==> config.mk <==
export PLATFORM = sky130hd
export DESIGN_NAME = sudoku_board_streamer
export DESIGN_NICKNAME = d
export VERILOG_FILES = /design/src/rtl/sudoku_pkg.sv /design/src/rtl/sudoku_cell_encoder.sv /design/src/rtl/sudoku_board_streamer.sv
export SDC_FILE = /design/constraint.sdc
export NUM_CORES = 1
export LEC_CHECK = 0
export ABC_CLOCK_PERIOD_IN_PS = 7000
export CAP_MARGIN = 30
export CORE_ASPECT_RATIO = 0.7
export CORE_MARGIN = 2
export CORE_UTILIZATION = 25
export CTS_CLUSTER_SIZE = 14
export DETAILED_ROUTE_END_ITERATION = 16
export GPL_TIMING_DRIVEN = 1
export PLACE_DENSITY = 0.36
export SETUP_SLACK_MARGIN = 0.4
export SLEW_MARGIN = 20
export SYNTH_ARGS = -nofsm -noshare
export SYNTH_HDL_FRONTEND = slang
export SYNTH_HIERARCHICAL = 1
export SYNTH_SLANG_ARGS = --single-unit
==> constraint.sdc <==
create_clock -name clk -period 7 [get_ports clk]
set_clock_uncertainty 0.1 [all_clocks]
set_input_delay 0.7 -clock clk [delete_from_list [all_inputs] [get_ports clk]]
set_output_delay 0.7 -clock clk [all_outputs]
set_load 0.02 [all_outputs]
==> src/rtl/sudoku_pkg.sv <==
// sudoku_pkg: shared constants and state encoding for the board streamer.
//   GRID_N / N_CELLS : board geometry (9x9 = 81 cells).
//   CELL_W           : width of one streamed cell word.
//   EMPTY_BIT        : bit of the cell word that flags an empty cell.
//   EMPTY_WORD       : cell word sent for an empty cell.
//   ST_*             : streamer FSM state encoding.
package sudoku_pkg;

    localparam int GRID_N    = 9;
    localparam int N_CELLS   = 81;
    localparam int CELL_W    = 11;
    localparam int EMPTY_BIT = 10;

    localparam logic [CELL_W-1:0] EMPTY_WORD = 11'h400;

    localparam logic [1:0] ST_IDLE   = 2'd0;
    localparam logic [1:0] ST_STREAM = 2'd1;
    localparam logic [1:0] ST_FIN    = 2'd2;

    typedef logic [3:0] digit_t;

    // A stored digit is 0 (empty) or 1..9; codes 10..15 never reach the board.
    function automatic logic digit_legal(input digit_t d);
        return d <= 4'd9;
    endfunction

endpackage

==> src/rtl/sudoku_cell_encoder.sv <==
// sudoku_cell_encoder: combinational digit -> cell word map.
//   digit : 4-bit cell content, 0 = empty, 1..9 = digit.
//   word  : 11-bit cell word. Empty (and any out-of-range code) gives
//           EMPTY_WORD; digit d gives a one-hot [9:0] with bit d set.
module sudoku_cell_encoder
    import sudoku_pkg::*;
(
    input  logic [3:0]        digit,
    output logic [CELL_W-1:0] word
);

    always_comb begin
        word = EMPTY_WORD;
        if (digit != 4'd0 && digit_legal(digit)) begin
            // Bit 10 (empty flag) is 0 and bit 0 is never set for d >= 1.
            word = {1'b0, (10'd1 << digit)};
        end
    end

endmodule

==> src/rtl/sudoku_board_streamer.sv <==
// sudoku_board_streamer: holds a 9x9 board and streams it to the solver.
//   clk, rst_n  : clock (rising edge) and asynchronous active-low reset.
//   clear       : empty every cell (IDLE only, wins over wr_en).
//   wr_en, wr_row, wr_col, wr_digit : single-cell write (IDLE only).
//   start       : begin streaming the 81 cells (IDLE only).
//   stall       : hold the stream for this beat.
//   reading     : data carries a cell word this cycle.
//   data        : cell word; holds its last value while reading is low.
//   busy        : high while streaming and during the closing cycle.
//   done        : one-cycle pulse after the last cell.
//   filled_cnt  : number of non-empty cells.
//   wr_err      : one-cycle pulse after a rejected write.
//
// Handshake: the receiver samples data on every cycle with reading high;
// there is no back-pressure from the receiver, only the local stall input.
// Cells go out column-major: beat k carries row k%9, column k/9, tracked
// with separate row/column counters.
module sudoku_board_streamer #(
    parameter int GAP    = 0,
    parameter int CELL_W = 11
) (
    input  logic              clk,
    input  logic              rst_n,
    input  logic              clear,
    input  logic              wr_en,
    input  logic [3:0]        wr_row,
    input  logic [3:0]        wr_col,
    input  logic [3:0]        wr_digit,
    input  logic              start,
    input  logic              stall,
    output logic              reading,
    output logic [CELL_W-1:0] data,
    output logic              busy,
    output logic              done,
    output logic [6:0]        filled_cnt,
    output logic              wr_err
);
    import sudoku_pkg::*;

    localparam int GAP_W = (GAP > 1) ? $clog2(GAP + 1) : 1;

    logic [1:0]       state;
    logic [3:0]       row_q;
    logic [3:0]       col_q;
    logic [GAP_W-1:0] gap_q;
    logic [3:0]       cells [N_CELLS];

    logic [6:0]        wr_idx;
    logic [6:0]        rd_idx;
    logic              wr_legal;
    logic [3:0]        old_digit;
    logic [3:0]        cur_digit;
    logic [CELL_W-1:0] cur_word;
    logic              last_cell;

    // Row-major storage index; wr_idx is only used once wr_legal holds.
    assign wr_idx   = {3'b000, wr_row} * 7'd9 + {3'b000, wr_col};
    assign rd_idx   = {3'b000, row_q} * 7'd9 + {3'b000, col_q};
    assign wr_legal = (wr_row <= 4'd8) && (wr_col <= 4'd8) && digit_legal(wr_digit);

    always_comb begin
        old_digit = 4'd0;
        if (wr_legal) begin
            old_digit = cells[wr_idx];
        end
    end

    assign cur_digit = cells[rd_idx];
    assign last_cell = (row_q == 4'd8) && (col_q == 4'd8);

    sudoku_cell_encoder u_enc (
        .digit (cur_digit),
        .word  (cur_word)
    );

    always_ff @(posedge clk or negedge rst_n) begin
        if (!rst_n) begin
            state      <= ST_IDLE;
            row_q      <= 4'd0;
            col_q      <= 4'd0;
            gap_q      <= '0;
            reading    <= 1'b0;
            data       <= EMPTY_WORD;
            busy       <= 1'b0;
            done       <= 1'b0;
            filled_cnt <= 7'd0;
            wr_err     <= 1'b0;
            for (int i = 0; i < N_CELLS; i++) begin
                cells[i] <= 4'd0;
            end
        end else begin
            done   <= 1'b0;
            wr_err <= 1'b0;
            case (state)
                ST_IDLE: begin
                    reading <= 1'b0;
                    if (clear) begin
                        for (int i = 0; i < N_CELLS; i++) begin
                            cells[i] <= 4'd0;
                        end
                        filled_cnt <= 7'd0;
                    end else if (wr_en) begin
                        if (!wr_legal) begin
                            wr_err <= 1'b1;
                        end else begin
                            cells[wr_idx] <= wr_digit;
                            // Count only empty<->non-empty transitions.
                            if (old_digit == 4'd0 && wr_digit != 4'd0) begin
                                filled_cnt <= filled_cnt + 7'd1;
                            end else if (old_digit != 4'd0 && wr_digit == 4'd0) begin
                                filled_cnt <= filled_cnt - 7'd1;
                            end
                        end
                    end
                    // A same-cycle write lands on this edge, before the
                    // first cell is read on the next one.
                    if (start) begin
                        state <= ST_STREAM;
                        row_q <= 4'd0;
                        col_q <= 4'd0;
                        gap_q <= '0;
                        busy  <= 1'b1;
                    end
                end

                ST_STREAM: begin
                    if (wr_en) begin
                        wr_err <= 1'b1;
                    end
                    // Gap cycles take precedence; a stall during a gap costs nothing.
                    if (gap_q != '0) begin
                        reading <= 1'b0;
                        gap_q   <= gap_q - 1'b1;
                    end else if (stall) begin
                        reading <= 1'b0;
                    end else begin
                        reading <= 1'b1;
                        data    <= cur_word;
                        gap_q   <= GAP_W'(GAP);
                        if (last_cell) begin
                            state <= ST_FIN;
                        end else if (row_q == 4'd8) begin
                            row_q <= 4'd0;
                            col_q <= col_q + 4'd1;
                        end else begin
                            row_q <= row_q + 4'd1;
                        end
                    end
                end

                ST_FIN: begin
                    if (wr_en) begin
                        wr_err <= 1'b1;
                    end
                    reading <= 1'b0;
                    done    <= 1'b1;
                    busy    <= 1'b0;
                    state   <= ST_IDLE;
                end

                default: begin
                    reading <= 1'b0;
                    busy    <= 1'b0;
                    state   <= ST_IDLE;
                end
            endcase
        end
    end

endmodule
**Word level (Yosys, flattened, before mapping)**

Index checks and enable logic that the tools add are counted.

- Register bits after elaboration: 357
- Input port bits: 18
- Output and inout port bits: 22
- Logic and storage cells: 198

- Add/sub/neg operators: 7
- Multiply operators: 2
- Order comparisons: 7
- Eq/ne operators: 10
- Shift operators: 1
- Mux-type cells: 49
- Bitwise logic cells: 5
- Reductions and logical operators: 26

Operators by type and width:

| kind | number |
|---|---|
| two-way mux 324 bit | 3 |
| bitwise mux 324 bit | 1 |
| two-way mux 4 bit | 15 |
| binary-select mux 4 bit (select 7 bit) | 2 |
| two-way mux 7 bit | 5 |
| demux 4 bit (select 7 bit) | 1 |
| greater-or-equal comparator 8 bit (second input constant) | 2 |
| <= comparator 4 bit (second input constant) | 4 |
| NOT 7 -> 8 bit | 2 |
| case mux 4 bit (2 select lines) | 2 |
| adder 7 x 4 -> 7 bit | 2 |
| multiplier 4 x 4 -> 7 bit (second input constant) | 2 |
| inequality test 2 bit (second input constant) | 6 |
| nonzero test 4 bit | 3 |
| two-way mux 1 bit | 11 |
| two-way mux 11 bit | 1 |
| << shifter 1 x 4 -> 10 bit (first input constant) | 1 |
| adder 4 x 1 -> 4 bit (second input constant) | 2 |
| == test 4 bit (second input constant) | 2 |
| zero test 4 bit | 2 |
| less-than comparator 8 x 1 -> 1 bit (second input constant) | 1 |
| two-way mux 2 bit | 4 |
| AND reduction 4 bit | 2 |
| adder 7 x 1 -> 7 bit (second input constant) | 1 |
| other kinds (16) | 30 |

**Depth between registers and ports, before layout**

- Depth in word-level cells: 14
- Gate-level depth with buffers: 24
- Gate-level depth less buffers: 21

**Modules after synthesis**

The synthesis kept the hierarchy.

Modules (own cells, without submodules):

| module | times used | cells an instance | area each (sq um) |
|---|---|---|---|
| sudoku_board_streamer | 1 | 2361 | 22336.4 |
| sudoku_cell_encoder | 1 | 19 | 97.6 |

**Worst setup path after synthesis**

Ideal clock, no wire load.

- Kind: input to register
- From: in wr_row[1]
- To: reg filled_cnt[6]
- Setup time: 67 ps
- Data arrival time: 5805 ps
- Required time: 6833 ps
- Setup slack: 1027 ps
- Stages: 22
- Buffers on the path: 4
- Cell sequence: ha_1 -> ha_1 -> fa_1 -> buf_2 -> buf_2 -> buf_2 -> clkbuf_1 -> o22ai_1 -> a21o_1 -> o32ai_1 -> o22ai_1 -> a2111oi_4 -> o21ai_0 -> fa_1 -> a21o_1 -> a21oi_1 -> nor2_1 -> o21ai_0 -> nand2b_1 -> or3_2 -> a211oi_1 -> a311o_1

- Word-level cells in the longest chain between the ends: 13
- Elaborated cells on any way between the ends: 21
- Those cells by class: add/sub: 1; mul: 1; order compare: 1; mux: 8; bitwise: 1; reduce/logical: 9

RTL lines:

| element | line | RTL |
|---|---|---|
| from (decl) | sudoku_board_streamer.sv:26 | `input logic [3:0] wr_row,` |
| multiplier 4 x 4 -> 7 bit | sudoku_board_streamer.sv:57 | `assign wr_idx = {3'b000, wr_row} * 7'd9 + {3'b000, wr_col};` |
| adder 7 x 4 -> 7 bit | sudoku_board_streamer.sv:57 |  |
| NOT 7 -> 8 bit (implied by the code) | sudoku_board_streamer.sv:64 | `old_digit = cells[wr_idx];` |
| binary-select mux 4 bit (select 7 bit) | sudoku_board_streamer.sv:64 |  |
| two-way mux 4 bit (implied by the code) (2 in a row) | sudoku_board_streamer.sv:64 |  |
| two-way mux 4 bit | sudoku_board_streamer.sv:63 | `if (wr_legal) begin` |
| zero test 4 bit | sudoku_board_streamer.sv:108 | `if (old_digit == 4'd0 && wr_digit != 4'd0) begin` |
| logical AND 1 bit | sudoku_board_streamer.sv:108 |  |
| two-way mux 7 bit | sudoku_board_streamer.sv:108 |  |
| two-way mux 7 bit | sudoku_board_streamer.sv:103 | `if (!wr_legal) begin` |
| two-way mux 7 bit | sudoku_board_streamer.sv:102 | `end else if (wr_en) begin` |
| two-way mux 7 bit | sudoku_board_streamer.sv:97 | `if (clear) begin` |
| to (signal assigned) | sudoku_board_streamer.sv:109 | `filled_cnt <= filled_cnt + 7'd1;` |
| to (signal assigned) | sudoku_board_streamer.sv:111 | `filled_cnt <= filled_cnt - 7'd1;` |
| to (decl) | sudoku_board_streamer.sv:35 | `output logic [6:0] filled_cnt,` |

Parallel ways exist; a longest one is shown, timed or not. The select of a mux whose other input is x is not followed.
A chain may end at the register's enable or synchronous reset.

**Worst setup path in the final report**

Same ends and word-level chain as after synthesis.

==> impl_metrics.yaml <==
run_status:
  status: "finished, final reports clean"
clock_network:
  htree_levels: 2
  clkSinkCount: 356
  cts_made_buffers: 43
  insertion_delay_ns: 0.60
  root_buffer: "clkbuf_16"
  cts_hold_buffers: 0
  ctsLongestPathBuffers: 3
  cts_tree: "built"
  path_clk_slew_ns: 0.07
grt:
  grt_pass1_vias: 19300
  grt_max_degree: 141
  grtUsageTotal_pct: 21.6
  overflow: 0
  antenna_found_initial: 4
  grt_pass1_wl_mm: 146
floorplanning:
  die_y_um: 255
  start_util_pct: 25.4
  io_pins: 40
  fp-row-count: 91
  dieWidth_um: 362
  die-area_sq_um: 92200
  core_area_sq_um: 88500
synthesis:
  syn_nets: 2436
  yosysWarnings: 6
  ys_types: 79
  postSynthCellCount: 2380
  async_flop_share_pct: 100
  ys_top_cells_by_area: "dfrtp_1 40%, a22oi_1 11%, mux4_2 11%"
  ys_seq_area_share_pct: 39.7
  synth-edff-count: 0
  yosys.area.top_type_share_pct: 39.6
  netlist_area_sq_um: 22400
  ys_dominant_reg_cell: "dfrtp_1"
  synth.avg_cell_area_sq_um: 9.43
  synth_area_leader_cell: "dfrtp_1"
  ys_seq_elements: 356
placed_design:
  dp.cells: 3484
  hpwl_mm: 68.2
  place.gp.congestion: 0.884
  port-buffer-count: 39
power:
  p_total_mw: 14.5
  internal-power_mw: 7.92
  clkPwrFrac_pct: 17.0
  pwr_density_cell_nw_per_um2: 558
  p_leak_nw: 10.4
  max-vdd-ir-drop_mv: 0.253
  pwr-share-comb_pct: 52.3
  p_sw_mw: 6.61
  switching_share_pct: 45.5
  power.share.sequential_pct: 30.7
worst_setup_path:
  crit_path_end_kind: "register"
  reg2reg_to: "data[10]"
  cp-start-kind: "primary input"
  ff2ff_setup_slack_ns: 2.23
  critPathMaxFanout: 29
  cp_cell_sequence: "clkdlybuf4s50_1, ha_1, ha_4, fa_4, buf_12, or3b_2, o21a_1, o221ai_1, a21oi_1, a211oi_1, buf_4, o22ai_1, a2111oi_4, buf_4, o21ai_1, fa_1, a21o_1, a21oi_1, nor2_1, o21ai_0, nand2b_1, or3_2, a211oi_1, a311o_1"
  r2r-start: "row_q[1]"
  worstSetupPathType: "primary input to register"
  worstSetupStartpoint: "wr_row[1]"
  worst-path-buf-inv: 4
  slowest_stage: "fa_4"
  slowest_delay_ns: 0.74
  r2r_cells: 12
  cp_top_family: "compound AO/OA/AOI/OAI gates"
  required_ns: 7.41
  worst-path-stages: 24
  critPathArrivalTime_ns: 6.70
  endpoint: "filled_cnt[6]"
timing:
  rsz0062_at_grt: "no"
  setup_viol: 0
  tightestPinTransition_ns: 0.951
  hold_violations: 0
  whs_ns: 0.0252
  fin_crit_sh_pct: 89.8
  min_period_ns: 6.28
  fmax_mhz: 159
  slew-limit-headroom_pct: 36.2
  maxSlewViolCount: 0
drt:
  wl_per_cell_um: 28.2
  drtPass1Iterations: 6
  routed_wl_mm: 100
  vias: 20500
  drt_iter0_markers: 2456
  vias_per_cell: 5.76
  detail-route-antenna-nets: 0
  drc: 0
cells_and_area:
  drive_above_1_share_pct: 15.8
  area_growth_pct: 15.9
  layout.cells.non_filler: 3564
  final_cell_mix: "432 x nand2_1, 355 x dfrtp_1, 354 x o21ai_0"
  nets: 2428
  num_antenna_cells: 0
  final_common_cell: "nand2_1"
min_path:
  min_path_type: "primary input to async pin"
run:
  cap_violations: 0
## synthesized netlist by cell type (36+ instances only)
master	count
dfrtp_1	355
nand2_1	432
nor2_1	123
clkbuf_1	150
mux2i_1	38
a21oi_1	44
o22ai_1	43
o21ai_0	356
o221ai_1	36
a22oi_1	327
mux2_2	64
mux4_2	105
## kinds of logic (layout without fill, tap and decap cells)
| group | Yosys count | count (layout) | share of synthesized area (%) |
|---|---|---|---|
| mux | 207 | 207 | 15.4 |
| flops | 356 | 356 | 39.7 |
| buf+inv | 211 | 233 | 3.94 |
| compound gates | 900 | 900 | 26.0 |
| other cells | 1 | 1 | 0.0167 |
| simple gates | 653 | 653 | 12.1 |
| xor+xnor | 14 | 14 | 0.547 |
| fa+ha+maj | 38 | 38 | 2.22 |
## flip-flops by register name, indices dropped and copies added (netlist names)
| register | flops |
|---|---|
| done | 1 |
| state | 2 |
| busy | 1 |
| data | 11 |
| reading | 1 |
| filled_cnt | 7 |
| wr_err | 1 |
| cells | 324 |
| col_q | 4 |
| row_q | 4 |
## power groups by stage
stage / Combinational [mW] / Sequential, mW / Clock [mW]
floorplan: 4.89 / 3.74 / 0
global placement: 7.29 / 4.43 / 0
detailed placement: 7.41 / 4.42 / 0
CTS: 7.44 / 4.40 / 2.53
global route: 8.18 / 4.57 / 2.60
finish: 7.60 / 4.46 / 2.46
## per-layer routing
metal  share of wire [%]  vias up  global-route usage, %
met5               0.013        -                      0
met4                 1.9        2                   4.43
met3                 9.1      121                   6.07
met2                  39      838                   28.7
met1                  50    10600                   33.8
li1                    -     9016                      -
## layout make-up
type	count	area, sq um
Clock buffer	67	1290
Clock inverter	8	193
Fill cell	9143	62500
Inverter	20	75.1
Multi-Input combinational cell	1813	12800
Sequential cell	356	8910
Tap cell	1162	1450
Timing Repair Buffer	138	1290
## what timing repair did
item	in CTS	in global routing
buffers inserted	0	3
endpoints found under the setup margin	0	1
gates resized for setup	0	5
## per-stage QoR
| step | setup WS, ns | utilization, % | setup TNS (ns) | cell area (sq um) |
|---|---|---|---|---|
| floorplan | 1.03 | - | 0 | 22400 |
| global route | 0.454 | 29.4 | 0 | 26000 |
| CTS | 0.523 | 29.3 | 0 | 25900 |
| finish | 0.716 | 29.4 | 0 | 26000 |
| detailed placement | -0.0693 | 27.6 | -0.0693 | 24400 |
| global placement | -0.118 | 27.6 | -0.118 | 24400 |
## worst min path at each step
stage,slack (ns),cells after the start,end
2_1_floorplan,0.30,0,busy
3_3_place_gp,0.39,1,data[7]
3_5_place_dp,0.40,1,data[2]
4_1_cts,0.04,1,cells[253]
5_1_grt,0.06,1,cells[256]
6_report,0.03,1,cells[256]
Note: power is estimated with default switching activity, not from simulation.
